$ cat config.mk
export PLATFORM = sky130hd
export DESIGN_NAME = nn_frame_driver_flat
export DESIGN_NICKNAME = d
export VERILOG_FILES = /design/src/rtl/nn_frame_driver_if.sv /design/src/rtl/nn_frame_driver.sv /design/src/flat_wrapper.sv
export SDC_FILE = /design/constraint.sdc
export NUM_CORES = 2
export LEC_CHECK = 0
export BUFFER_PORTS_ARGS = -buffer_cell sky130_fd_sc_hd__buf_4
export CAP_MARGIN = 20
export CORE_AREA = 2 2 453 455
export DETAILED_ROUTE_END_ITERATION = 8
export DIE_AREA = 0 0 455 457
export PLACE_DENSITY = 0.44
export RECOVER_POWER = 50
export SLEW_MARGIN = 20
export SYNTH_ARGS = -nofsm -noshare
export SYNTH_HDL_FRONTEND = slang
export SYNTH_SLANG_ARGS = --single-unit
$ cat constraint.sdc
create_clock -name clk -period 9.9 [get_ports clk]
set_input_delay 0.99 -clock clk [delete_from_list [all_inputs] [get_ports clk]]
set_output_delay 0.99 -clock clk [all_outputs]
set_load 0.005 [all_outputs]
$ cat src/rtl/nn_frame_driver_if.sv
// Bundle of the pixel-stream, classifier-core and result-stream signals of nn_frame_driver.
// The slave modport is the frame driver itself; master is whoever drives it.
interface nn_frame_driver_if #(
  parameter int PIXELS  = 784,
  parameter int CLASSES = 10,
  parameter int SCORE_W = 32,
  parameter int IDX_W   = 4
);
  logic                       in_valid;
  logic                       in_pixel;
  logic                       in_ready;
  logic                       nn_start;
  logic [PIXELS-1:0]          nn_image;
  logic                       nn_finish;
  logic [SCORE_W*CLASSES-1:0] nn_scores;
  logic                       out_valid;
  logic                       out_ready;
  logic [IDX_W-1:0]           out_digit;
  logic [SCORE_W-1:0]         out_score;
  logic                       busy;

  modport slave (
    input  in_valid, in_pixel, nn_finish, nn_scores, out_ready,
    output in_ready, nn_start, nn_image, out_valid, out_digit, out_score, busy
  );

  modport master (
    output in_valid, in_pixel, nn_finish, nn_scores, out_ready,
    input  in_ready, nn_start, nn_image, out_valid, out_digit, out_score, busy
  );
endinterface

$ cat src/rtl/nn_frame_driver.sv
// Loads a binarized image from a pixel stream, runs the classifier core once,
// then picks the highest class score with a one-class-per-cycle argmax.
module nn_frame_driver #(
  parameter int PIXELS  = 784,
  parameter int CLASSES = 10,
  parameter int SCORE_W = 32,
  parameter int IDX_W   = 4
) (
  input  logic              clk,
  input  logic              rst,
  nn_frame_driver_if.slave  bus
);
  localparam int PIX_W = $clog2(PIXELS);

  localparam logic [2:0] LOAD   = 3'd0;
  localparam logic [2:0] START  = 3'd1;
  localparam logic [2:0] WAIT   = 3'd2;
  localparam logic [2:0] ARGMAX = 3'd3;
  localparam logic [2:0] OUT    = 3'd4;

  logic [2:0]                state_reg;
  logic [PIX_W-1:0]          pix_cnt_reg;
  logic [PIXELS-1:0]         image_reg;
  logic signed [SCORE_W-1:0] score_buf [CLASSES];
  logic signed [SCORE_W-1:0] score_in  [CLASSES];
  logic [IDX_W-1:0]          k_reg;
  logic [IDX_W-1:0]          best_idx_reg;
  logic signed [SCORE_W-1:0] best_reg;
  logic [IDX_W-1:0]          digit_reg;
  logic signed [SCORE_W-1:0] score_reg;
  logic signed [SCORE_W-1:0] cur_score;
  logic                      take_k;
  logic                      last_k;
  logic                      capture;

  // Class 0 sits in the most significant slice of the core's score bus.
  generate
    for (genvar gi = 0; gi < CLASSES; gi++) begin : g_unpack
      assign score_in[gi] = bus.nn_scores[SCORE_W*(CLASSES-gi)-1 -: SCORE_W];
    end
  endgenerate

  assign capture   = (state_reg == WAIT) && bus.nn_finish;
  assign cur_score = score_buf[k_reg];
  assign last_k    = (k_reg == IDX_W'(CLASSES-1));
  // Strictly-greater compare keeps the lowest index on ties.
  assign take_k    = (k_reg == '0) || (cur_score > best_reg);

  always_ff @(posedge clk or negedge rst) begin
    if (!rst) begin
      for (int i = 0; i < CLASSES; i++) score_buf[i] <= '0;
    end else if (capture) begin
      for (int i = 0; i < CLASSES; i++) score_buf[i] <= score_in[i];
    end
  end

  always_ff @(posedge clk or negedge rst) begin
    if (!rst) begin
      state_reg    <= LOAD;
      pix_cnt_reg  <= '0;
      image_reg    <= '0;
      k_reg        <= '0;
      best_idx_reg <= '0;
      best_reg     <= '0;
      digit_reg    <= '0;
      score_reg    <= '0;
    end else begin
      case (state_reg)
        LOAD: begin
          if (bus.in_valid) begin
            image_reg[PIX_W'(PIXELS-1) - pix_cnt_reg] <= bus.in_pixel;
            if (pix_cnt_reg == PIX_W'(PIXELS-1)) begin
              pix_cnt_reg <= '0;
              state_reg   <= START;
            end else begin
              pix_cnt_reg <= pix_cnt_reg + PIX_W'(1);
            end
          end
        end
        START: state_reg <= WAIT;
        WAIT: begin
          if (bus.nn_finish) begin
            k_reg     <= '0;
            state_reg <= ARGMAX;
          end
        end
        ARGMAX: begin
          if (take_k) begin
            best_reg     <= cur_score;
            best_idx_reg <= k_reg;
          end
          if (last_k) begin
            digit_reg <= take_k ? k_reg : best_idx_reg;
            score_reg <= take_k ? cur_score : best_reg;
            state_reg <= OUT;
          end else begin
            k_reg <= k_reg + IDX_W'(1);
          end
        end
        OUT: begin
          if (bus.out_ready) state_reg <= LOAD;
        end
        default: state_reg <= LOAD;
      endcase
    end
  end

  assign bus.in_ready  = (state_reg == LOAD);
  assign bus.nn_start  = (state_reg == START);
  assign bus.nn_image  = image_reg;
  assign bus.out_valid = (state_reg == OUT);
  assign bus.out_digit = digit_reg;
  assign bus.out_score = score_reg;
  assign bus.busy      = (state_reg != LOAD);
endmodule

$ cat src/flat_wrapper.sv
// flat-port wrapper written by rule: the top's interface ports become plain ports
module nn_frame_driver_flat 
#(
  parameter int PIXELS  = 784,
  parameter int CLASSES = 10,
  parameter int SCORE_W = 32,
  parameter int IDX_W   = 4
)
  (clk, rst, bus_in_valid, bus_in_pixel, bus_nn_finish, bus_nn_scores, bus_out_ready, bus_in_ready, bus_nn_start, bus_nn_image, bus_out_valid, bus_out_digit, bus_out_score, bus_busy);
  nn_frame_driver_if #(.PIXELS(PIXELS), .CLASSES(CLASSES), .SCORE_W(SCORE_W), .IDX_W(IDX_W)) bus_i ();
  input  logic clk;
  input  logic rst;
  input wire logic [$bits(bus_i.in_valid)-1:0] bus_in_valid;
  input wire logic [$bits(bus_i.in_pixel)-1:0] bus_in_pixel;
  input wire logic [$bits(bus_i.nn_finish)-1:0] bus_nn_finish;
  input wire logic [$bits(bus_i.nn_scores)-1:0] bus_nn_scores;
  input wire logic [$bits(bus_i.out_ready)-1:0] bus_out_ready;
  output wire logic [$bits(bus_i.in_ready)-1:0] bus_in_ready;
  output wire logic [$bits(bus_i.nn_start)-1:0] bus_nn_start;
  output wire logic [$bits(bus_i.nn_image)-1:0] bus_nn_image;
  output wire logic [$bits(bus_i.out_valid)-1:0] bus_out_valid;
  output wire logic [$bits(bus_i.out_digit)-1:0] bus_out_digit;
  output wire logic [$bits(bus_i.out_score)-1:0] bus_out_score;
  output wire logic [$bits(bus_i.busy)-1:0] bus_busy;
  assign bus_i.in_valid = bus_in_valid;
  assign bus_i.in_pixel = bus_in_pixel;
  assign bus_i.nn_finish = bus_nn_finish;
  assign bus_i.nn_scores = bus_nn_scores;
  assign bus_i.out_ready = bus_out_ready;
  assign bus_in_ready = bus_i.in_ready;
  assign bus_nn_start = bus_i.nn_start;
  assign bus_nn_image = bus_i.nn_image;
  assign bus_out_valid = bus_i.out_valid;
  assign bus_out_digit = bus_i.out_digit;
  assign bus_out_score = bus_i.out_score;
  assign bus_busy = bus_i.busy;
  nn_frame_driver #(.PIXELS(PIXELS), .CLASSES(CLASSES), .SCORE_W(SCORE_W), .IDX_W(IDX_W)) u_core (.clk(clk), .rst(rst), .bus(bus_i));
endmodule
---- After elaboration in Yosys (flattened, before gate mapping) ----
Cells that the tools add are included.
storage, ports and cells
  flip-flop bits (word level) ............. 1193
  bits of input ports ..................... 326
  output and inout port bits .............. 824
  logic and storage cells ................. 67
operators by class
  add/sub/neg operators ................... 3
  order comparisons ....................... 4
  equal/unequal tests ..................... 12
  muxes and demuxes ....................... 18
  bitwise gates (word level) .............. 1
  reduce and logical (&&, ||, !) cells .... 11
operators with widths
  operator                  number
  $bwmux W784               1
  $bmux W32 S4              1
  $mux W32                  3
  $gt A32 B32 Y1            1
  $mux W3                   5
  $pmux W3 S5               1
  $mux W4                   3
  $lt A10 B11 Y1 const B    1
  $add A10 B1 Y10 const B   1
  $demux W1 S10             1
  $eq A10 B10 Y1 const B    1
  $ge A10 B1 Y1 const B     1
  $mux W10                  1
  $sub A10 B10 Y10 const A  1
  $ne A2 B2 Y1 const B      4
  $pmux W4 S2               1
  $eq A3 B2 Y1 const B      2
  $ge A5 B5 Y1 const B      1
  $not A4 Y5                1
  $reduce_and A5 Y1         1
  $add A4 B1 Y4 const B     1
  $eq A4 B4 Y1 const B      1
  $logic_not A4 Y1          1
  $ne A2 B1 Y1 const B      2
  other kinds (10)          12

---- Longest topological paths before layout ----
  depth after elaboration ................. 7
  gate-level depth with buffers ........... 16

---- Worst setup path after synthesis ----
OpenSTA, ideal clock, no wires.
  path type ............................... register to register
  start ................................... reg u_core.k_reg[0]
  end ..................................... reg u_core.best_reg[25]
  arrival ................................. 3.624 ns
  data required time ...................... 9.772 ns
  setup slack ............................. 6.149 ns
  cell stages (with the launch flop) ...... 16
  buffers on the path ..................... 5
  period minus slack after synthesis ...... 3.751 ns
  path through ............................ dfrtp_1 -> buf_2 -> buf_1 -> buf_2 -> mux2_2 -> nand2_1 -> o21ai_0 -> ha_1 -> nand4_2 -> nor4_2 -> o311a_1 -> nor4_1 -> buf_2 -> nor2_4 -> buf_6 -> mux2_1
on the way
  word-level cells in the longest chain between the ends .. 7
  elaborated cells on any way between the ends .. 8
ends and longest elaborated chain
  what                                         RTL line               source
  start: declaration                           nn_frame_driver.sv:26  logic [IDX_W-1:0] k_reg;
  start signal: assignment                     nn_frame_driver.sv:97  k_reg <= k_reg + IDX_W'(1);
  $not A4 Y5 (not written as such)             nn_frame_driver.sv:44  assign cur_score = score_buf[k_reg];
  $bmux W32 S4                                 nn_frame_driver.sv:44
  $mux W32 (not written as such) (2 in a row)  nn_frame_driver.sv:44
  $gt A32 B32 Y1                               nn_frame_driver.sv:47  assign take_k = (k_reg == '0) || (cur_score > best_reg);
  $logic_or A1 B1 Y1                           nn_frame_driver.sv:47
  $mux W32 *                                   nn_frame_driver.sv:88  if (take_k) begin
  end signal: assignment                       nn_frame_driver.sv:89  best_reg <= cur_score;
  end: declaration                             nn_frame_driver.sv:28  logic signed [SCORE_W-1:0] best_reg;
Mark *: on every way between the ends. The rest lies on a longest branch, timed or not. The select of a mux whose other input is x is not followed.
A chain may end at the register's enable or synchronous reset.

==> results.md <==
* Outcome: complete, but fails checks
* Failing checks: capacitance limit, slew limit
* Synthesized area at 52,100 µm²
* Startpoint Class: input pin
* Crit path max fanout at 118
* Gp weighted congestion at 0.891
* Core ar. at 203,000 µm²
* Die Area at 208,000 µm²
* Final Max Tran Viols at 659
* Setup CP Type: input pin to async pin
* DR vias/cell at 5.16
* Clk sinks at 1,193
* Ports at 1,150
* DRT Pass-1 Iters at 5
* Number of synthesized flops with an enable pin at 0
* Port Buffers at 1,149
* Fmax at 0.172 GHz
* HP Class: input pin to async pin
* Synth async-reset ratio at 100%
* Die W at 455 µm
* Actual slew at the worst max-slew pin at 4340 ps
* DRC Markers at 0
* Unrepaired setup endpoints after global routing: false
* Worst-path clk slew at 50 ps
* Max clock buf depth at 3
* Count of cell types in the netlist at 56
* Max rail drop VDD at 173 µV
* Number of gates resized after CTS at 0
* Total Power at 15.7 mW
* Area growth syn-to-layout at 27.5%
* Total CTS buffers at 148
* H-tree lvl count at 4
* Die Ht at 457 µm
* Area after DPL at 63,500 µm²
* Iter 0 DRT Violations at 5,616
* Total Wirelength at 283,000 µm
* Initial Util at 25.6%
* Syn Area/Cell at 9.12 µm²
* Pre-CTS setup slack at 4370 ps
* Largest net degree at the start of global routing at 205
* Vias in the first global route at 46,800
* Initial antenna violation count at 26
* Slew headroom at -190%
* First-pass GRT wire length at 390,000 µm
* Max FFs per register at 784
* Clock root cell: clkbuf_16
* HPWL after detailed placement at 194,000 µm
* Power Density at 237 nW/µm²
* Leakage at 33.9 nW
* Max-Cap Viols at 12
* #FFs+latches synth at 1,193
* Synth Instances at 5,712
* Syn Nets at 6,079
* Arrival time at the worst endpoint at 6110 ps
* Remaining Overflow, GRT at 0
* Primary FF master, synth: dfrtp_1
* Fin Setup TNS at 0 ps
* Drt wl/cell at 30.0 µm
* Fin. Hold Viols at 0
* Final period util at 58.6%
* Worst Path Required at 10,210 ps
* Min Clock Period, post-route at 5800 ps
* Seq/Total Area, Yosys at 57.3%
* Post-route ant nets at 0
* Final #Nets at 6,995
* Worst setup margin at 4100 ps
* CP endpoint kind: async pin
* CTS Hold Bufs at 0
* Worst Skew at 57.5 ps
* Worst skew pair latency at 830 ps
* Post-route cell area at 66,400 µm²
* Yosys warning total at 0
* Tot GR Track Use at 26.5%
* Post-CTS setup buffers at 0
* Vias at 48,700
* Floorplan row count at 166
* Layout cells sized above 1 at 17.3%
* CTS tree: done
* # setup viols final at 0
power breakdown:
group | internal, mW | switching (mW) | total, mW
Sequential | 5.64 | 0.639 | 6.28
Clock | 3.18 | 2.38 | 5.56
Combinational | 1.32 | 2.56 | 3.88
placed cells by master (no fill, tap or decap), types with 6 or more instances in the layout:
cell and count:
a21oi_1 13, and3_1 8, buf_16 6, buf_4 483, bufinv_16 6, clkbuf_1 582
clkbuf_16 149, clkbuf_4 228, clkbuf_8 28, clkinv_16 7, clkinv_2 26, dfrtp_1 1190
diode_2 13, ha_1 41, inv_1 40, mux2_1 43, mux2_2 40, mux2i_1 32
mux4_2 64, nand2_1 1871, nand2_2 36, nand3_1 781, nand4_1 9, nor2_1 27
nor2_2 22, nor2_4 34, nor3_1 8, o211ai_1 40, o21ai_0 810, o311ai_0 6
o311ai_1 23, xor2_1 9
logic make-up after synthesis:
family / share of synthesized area [%]
compound gates: 9.26
xor+xnor: 0.298
fa+ha+maj: 0.984
buf+inv: 4.25
flops: 57.3
mux: 5.17
simple gates: 22.7
cells in the mapped netlist (9+ instances only):
master | n | area (µm²)
a21oi_1 | 13 | 65.1
buf_2 | 112 | 561
clkbuf_1 | 371 | 1390
dfrtp_1 | 1193 | 29900
ha_1 | 41 | 513
inv_1 | 40 | 150
mux2_1 | 43 | 484
mux2_2 | 40 | 450
mux2i_1 | 32 | 320
mux4_2 | 64 | 1440
nand2_1 | 1906 | 7150
nand3_1 | 781 | 3910
nand4_1 | 9 | 56.3
nor2_1 | 77 | 289
o211ai_1 | 40 | 300
o21ai_0 | 810 | 4050
o311ai_1 | 23 | 201
xor2_1 | 9 | 78.8
layer usage:
layer | share of wire (%) | GRT usage [%] | wire length, µm | up-vias
met5 | 0.0081 | 0 | 23 | -
met4 | 6.4 | 14.5 | 18000 | 4
met3 | 7.5 | 5.83 | 21400 | 493
met2 | 45 | 40.5 | 128000 | 2354
met1 | 41 | 34.6 | 116000 | 24900
li1 | - | - | - | 21000
worst max-delay path: stages:
cell and delay, ps:
buf_12 380, clkbuf_1 2320, clkbuf_1 2110
final timing paths:
path                            cells after the start  slack (ps)             startpoint                       end
worst max-delay path                                3        4100                    rst  u_core.bus.nn_image[603]
worst min-delay path                                1         120                    rst  u_core.bus.nn_image[452]
worst min register to register                      2         470  u_core.score_buf[234]     u_core.score_buf[234]
worst max register to register                     15        4390        u_core.k_reg[1]   u_core.bus.out_score[5]
min in group clk                                    3         360     bus_nn_scores[149]     u_core.score_buf[149]
max in group clk                                   15        4390        u_core.k_reg[1]   u_core.bus.out_score[5]
area by class of cell:
| type | instances | area, µm² |
|---|---|---|
| well taps | 2688 | 3360 |
| clock buffers | 219 | 4270 |
| fillers | 21400 | 137000 |
| multi-input cells | 3980 | 20500 |
| inverters | 41 | 154 |
| clock inverters | 49 | 654 |
| flip-flops and latches | 1193 | 29900 |
| repair buffers | 1264 | 7650 |
| diodes | 13 | 32.5 |
metrics by stage:
| stage | util (%) | std cells | hold WS [ps] |
|---|---|---|---|
| after global placement | 31.2 | 9160 | 456 |
| after global routing | 32.7 | 9439 | 162 |
| after detailed placement | 31.2 | 9163 | 457 |
| final | 32.7 | 9447 | 121 |
| after floorplan | - | 5712 | 440 |
| after CTS | 33.6 | 9431 | 147 |
(Power assumes the default switching activity.)
